### config.mk
export PLATFORM = sky130hd
export DESIGN_NAME = vanilla_hazard_scoreboard
export DESIGN_NICKNAME = d
export VERILOG_FILES = /design/src/rtl/vanilla_hazard_scoreboard.sv
export SDC_FILE = /design/constraint.sdc
export NUM_CORES = 1
export LEC_CHECK = 0
export BUFFER_PORTS_ARGS = -buffer_cell sky130_fd_sc_hd__buf_2
export CAP_MARGIN = 10
export CORE_MARGIN = 2
export CORE_UTILIZATION = 49
export CTS_CLUSTER_SIZE = 10
export DETAILED_ROUTE_END_ITERATION = 7
export GPL_TIMING_DRIVEN = 0
export HOLD_SLACK_MARGIN = 0.06
export MAX_ROUTING_LAYER = met4
export PLACE_DENSITY = 0.72
export SETUP_SLACK_MARGIN = 0.4
export SYNTH_ARGS = -nofsm -noshare
export SYNTH_HDL_FRONTEND = slang
export SYNTH_SLANG_ARGS = --single-unit
### constraint.sdc
create_clock -name clk_i -period 10.3 [get_ports clk_i]
set_input_delay 1.03 -clock clk_i [delete_from_list [all_inputs] [get_ports clk_i]]
set_output_delay 1.03 -clock clk_i [all_outputs]
set_load 0.02 [all_outputs]
### src/rtl/vanilla_hazard_scoreboard.sv
// Issue-stage hazard scoreboard: pending-write bits for the integer/FP register files plus a memory credit counter.
// Optional FP register tracking is enabled by defining VANILLA_SCOREBOARD_FP_EN.
module vanilla_hazard_scoreboard #(
    parameter  int MAX_OUT = 16,
    localparam int OUT_W   = $clog2(MAX_OUT + 1)
) (
    input  logic             clk_i,
    input  logic             reset_n_i,

    input  logic             issue_v_i,
    output logic             issue_ready_o,
    input  logic [4:0]       rs1_i,
    input  logic [4:0]       rs2_i,
    input  logic [4:0]       rd_i,
    input  logic             reads_rf1_i,
    input  logic             reads_rf2_i,
    input  logic             writes_rf_i,
    input  logic             reads_fp_rf1_i,
    input  logic             reads_fp_rf2_i,
    input  logic             writes_fp_rf_i,
    input  logic             long_lat_i,
    input  logic             mem_op_i,
    input  logic             fence_i,

    input  logic             int_wb_v_i,
    input  logic [4:0]       int_wb_id_i,
    input  logic             fp_wb_v_i,
    input  logic [4:0]       fp_wb_id_i,
    input  logic             mem_resp_v_i,

    output logic [OUT_W-1:0] outstanding_o,
    output logic             stall_raw_o,
    output logic             stall_waw_o,
    output logic             stall_fence_o,
    output logic             stall_credit_o,
    output logic             underflow_o
);

    localparam logic [OUT_W-1:0] MAX_CNT = OUT_W'(MAX_OUT);

    logic [31:0]      int_pend;
    logic [31:0]      int_clr;
    logic [31:0]      int_set;
    logic [31:0]      eff_int;
    logic [31:0]      eff_fp;
    logic             fp_any;
    logic [OUT_W-1:0] out_cnt;
    logic             underflow;
    logic             fire;
    logic             inc;
    logic             dec;

    // Same-cycle writebacks bypass into the hazard check by masking the pending bit.
    assign int_clr = int_wb_v_i ? (32'd1 << int_wb_id_i) : 32'd0;
    assign eff_int = int_pend & ~int_clr;

    // x0 is hard-wired, so a late write to it never becomes pending.
    assign int_set = (fire && long_lat_i && !writes_fp_rf_i && (rd_i != 5'd0))
                     ? (32'd1 << rd_i) : 32'd0;

`ifdef VANILLA_SCOREBOARD_FP_EN
    logic [31:0] fp_pend;
    logic [31:0] fp_clr;
    logic [31:0] fp_set;

    assign fp_clr = fp_wb_v_i ? (32'd1 << fp_wb_id_i) : 32'd0;
    assign fp_set = (fire && long_lat_i && writes_fp_rf_i) ? (32'd1 << rd_i) : 32'd0;
    assign eff_fp = fp_pend & ~fp_clr;
    assign fp_any = |fp_pend;

    always_ff @(posedge clk_i or negedge reset_n_i) begin
        if (!reset_n_i) begin
            fp_pend <= '0;
        end else begin
            fp_pend <= (fp_pend & ~fp_clr) | fp_set;
        end
    end
`else
    logic unused_fp;

    assign eff_fp    = '0;
    assign fp_any    = 1'b0;
    assign unused_fp = ^{fp_wb_v_i, fp_wb_id_i};
`endif

    // NOTE: every output of a combinational block gets a default first so no latch can be inferred.
    always_comb begin
        stall_raw_o    = 1'b0;
        stall_waw_o    = 1'b0;
        stall_fence_o  = 1'b0;
        stall_credit_o = 1'b0;
        if (issue_v_i) begin
            stall_raw_o    = (reads_rf1_i    && eff_int[rs1_i]) ||
                             (reads_rf2_i    && eff_int[rs2_i]) ||
                             (reads_fp_rf1_i && eff_fp[rs1_i])  ||
                             (reads_fp_rf2_i && eff_fp[rs2_i]);
            stall_waw_o    = (writes_rf_i    && eff_int[rd_i]) ||
                             (writes_fp_rf_i && eff_fp[rd_i]);
            // Fences drain on the registered state, not on bypassed writebacks.
            stall_fence_o  = fence_i && ((out_cnt != '0) || (|int_pend) || fp_any);
            stall_credit_o = mem_op_i && (out_cnt == MAX_CNT) && !mem_resp_v_i;
        end
    end

    assign issue_ready_o = !(stall_raw_o || stall_waw_o || stall_fence_o || stall_credit_o);
    assign fire          = issue_v_i && issue_ready_o;
    assign inc           = fire && mem_op_i;
    assign dec           = mem_resp_v_i;

    // NOTE: state registers use non-blocking assignments so every flop samples pre-edge values.
    always_ff @(posedge clk_i or negedge reset_n_i) begin
        if (!reset_n_i) begin
            int_pend  <= '0;
            out_cnt   <= '0;
            underflow <= 1'b0;
        end else begin
            // Clear first, then set: a set and clear to the same bit leaves it set.
            int_pend <= (int_pend & ~int_clr) | int_set;
            unique case ({inc, dec})
                2'b10: out_cnt <= out_cnt + 1'b1;
                2'b01: begin
                    if (out_cnt == '0) begin
                        underflow <= 1'b1;
                    end else begin
                        out_cnt <= out_cnt - 1'b1;
                    end
                end
                default: out_cnt <= out_cnt;
            endcase
        end
    end

    assign outstanding_o = out_cnt;
    assign underflow_o   = underflow;

endmodule
==> results by group <==
Floorplanning
  • DIE AREA: 0.00691 sq mm
  • Die extent in x: 83.1 microns
  • IO Count: 51
  • Die Y: 83.1 microns
  • Starting Density: 51.2%
  • Core ar.: 0.00599 sq mm
  • Placement row count: 28

Drt
  • Top Metal Used: met4
  • Routed length on met3: 1250 microns
  • # DRC: 0
  • Wire length per cell: 21.9 microns
  • WL met1: 4230 microns
  • DRT iter0 DRCs: 378
  • Vias: 3286
  • Vias per cell: 6.95
  • Routed Antenna Nets: 0
  • Total Routed Length: 10400 microns
  • 1st-pass router iterations: 6
  • DR WL met2: 4600 microns

STA
  • Tightest Pin Transition: 879 ps
  • Final hold violations: 0
  • RSZ-0062 raised after global routing: no
  • Tcrit/Tclk final: 51.6%
  • Slew HR: 40.7%
  • Worst Clk Skew: 10.6 ps
  • Final TNS setup: 0 ps
  • Final Setup Violations: 0
  • Fmax: 188 MHz
  • Count of pins over their slew limit: 0
  • Min Tclk post-route: 5320 ps

Logic synthesis
  • Syn nets: 397
  • Mapped Cells: 353
  • Synth top area cells: dfrtp_1 (31%), o21ai_0 (9.5%), mux2i_1 (3.6%)
  • Sequential element share of the synthesized area: 31.0%
  • Largest area contributor in the netlist: dfrtp_1
  • Post-Syn Area: 0.00307 sq mm
  • Syn Area/Cell: 8.69 sq um
  • Top-count cell post-synth: o21ai_0
  • Post-synth cell types: 67
  • Top_reg_cell synth: dfrtp_1
  • EDFF count, synth: 0
  • Ys Warns: 0
  • Top cells by count, synth: o21ai_0 (58), dfrtp_1 (38), nand2_1 (26), nor2_1 (17), nand3_1 (14)
  • Async set-reset flop share out of synthesis: 100%
  • Synth top area share: 31.0%
  • FF+latch count, synth: 38

Placed design
  • Port buffer count: 37
  • Post-DP HPWL: 7990 microns
  • Placer Congestion: 1.02

Setup path
  • Arrival @ worst endpoint: 5540 ps
  • Slowest CP cell: o21ai_0
  • Setup CP Type: in2reg
  • Crit. End Element: register
  • Required time of the worst setup path: 10520 ps
  • Crit path top cell by count: o21ai_0
  • CP startpoint kind: input port
  • Crit-path cells: buf_2, buf_6, nand4bb_1, o21ai_0, mux4_2, a31oi_1, nand3_1, nor3b_1, nand4_2, o21ai_0, inv_1, ha_1, nor2b_1, o21ai_0, nand2b_1, nor3b_1, a21oi_1, o21ai_0
  • Critical Path Fanout Max: 10
  • Max stage delay on crit path: 600 ps

Cells and area
  • Layout area overhead: 12.1%
  • Filler cells: 550
  • Layout cells sized above 1: 18.6%
  • Fin nets: 441
  • Util after Layout: 57.4%
  • Ant diodes: 0

Clock network
  • Clock-pin slew on the worst setup and hold paths: 70 ps
  • Sink Count: 38
  • Clk buf depth: 2
  • Cts repair resizes: 0
  • H-Tree Level Count: 2
  • Clock latency on the worst-skew pair: 310 ps
  • CTS tree: built
  • CTS buffer count: 5
  • Setup Buffers After CTS: 0
  • Clock root buffer: clkbuf_8
  • Post-CTS Hold Buffers: 0

Min path
  • Hold Path Class: reg2reg

Global routing
  • Overflow after GRT: 0
  • Antenna violations before repair: 0
  • Vias in the first global route: 2996
  • Largest net degree at the start of global routing: 39
  • First-pass GRT wire length: 15900 microns
  • Tot GR Track Use: 30.3%

Power and ir drop
  • Peak supply drop: 0.136 mV
  • Leak Pwr: 1.41 nW
  • PD cells: 144 mW/mm^2

Run status
  • Status: finished clean

Run
  • Max Cap Viol: 0
## logic make-up (layout without fill, tap and decap cells)
kind of cell / count (synthesis) / in the layout / share of synthesized area [%]
compound gates: 120 / 120 / 25.2
buf+inv: 34 / 79 / 5.39
fa+ha+maj: 4 / 4 / 1.88
xor+xnor: 4 / 4 / 1.14
simple gates: 130 / 130 / 25.1
flops: 38 / 38 / 31.0
mux: 23 / 23 / 10.3
## worst max-delay path, delay by kind of cell
kind / cells / cell delay (ps)
AOI/OAI and AO/OA: 6 / 1640
and+or+nand+nor: 7 / 1710
muxes: 1 / 360
buffers and inverters: 3 / 420
adders and majority gates: 1 / 360
## report_power, final
group,switching (mW),leakage (nW),internal [mW]
Combinational,0.115,0.857,0.0784
Sequential,0.0197,0.506,0.172
Clock,0.0547,0.0482,0.0540
Total,0.189,1.41,0.305
## metrics by stage
step                      std cells  area, sq um  hold slack [ps]  power (mW)  setup slack, ps
after floorplan                 353         3070              496       0.322             5970
after global placement          465         3350              464       0.380             4960
after detailed placement        465         3350              473       0.383             4920
after CTS                       473         3440              491       0.489             5220
after global routing            473         3440              536       0.518             4800
final                           473         3440              481       0.494             4980
## layout make-up
type / count / area, sq um / share of cell area (%)
inverter: 12 / 45.0 / 1.31
sequential: 38 / 951 / 27.7
multi-input combinational: 281 / 1950 / 56.8
clock buffer: 7 / 86.3 / 2.51
buffer: 22 / 120 / 3.49
tap: 75 / 93.8 / 2.73
clock inverter: 1 / 5.00 / 0.146
timing repair buffer: 37 / 185 / 5.39
## sequential cells by signal, summed over array words and instances (netlist names)
signal	flops
int_pend	32
underflow_o	1
outstanding_o	5
## metal layers
metal  up-vias  global-route usage (%)
met5         -                       -
met2       232                    44.5
li1       1448                       -
met4         0                    10.4
met1      1569                    40.4
met3        37                    8.65
## path summary, 6_finish.rpt
check / from / endpoint / slack (ps) / cells past startpoint
worst min-delay path: underflow_o$_DFFE_PN0P_ / underflow_o$_DFFE_PN0P_ / 480 / 1
min in group asynchronous: reset_n_i / outstanding_o[3]$_DFFE_PN0P_ / 810 / 1
worst max-delay path: int_wb_id_i[0] / outstanding_o[4]$_DFFE_PN0P_ / 4980 / 18
worst min register to register: underflow_o$_DFFE_PN0P_ / underflow_o$_DFFE_PN0P_ / 480 / 1
worst max register to register: outstanding_o[0]$_DFFE_PN0P_ / outstanding_o[4]$_DFFE_PN0P_ / 6110 / 15
max in group asynchronous: reset_n_i / int_pend[30]$_DFF_PN0_ / 8940 / 1
## placed cells by master (no fill, tap or decap), types with 5 or more instances in the layout
master	n
o21ai_0	58
buf_2	40
dfrtp_1	38
nand2_1	26
nor2_1	17
clkbuf_1	14
nand3_1	14
inv_1	12
nor4_1	12
mux2i_1	11
o211ai_1	11
nor3_1	9
nor2b_1	7
nand2b_1	7
o21ai_1	6
nand4_1	6
clkbuf_8	6
nor3b_1	5
No activity file was read; power rests on OpenSTA's default activity.
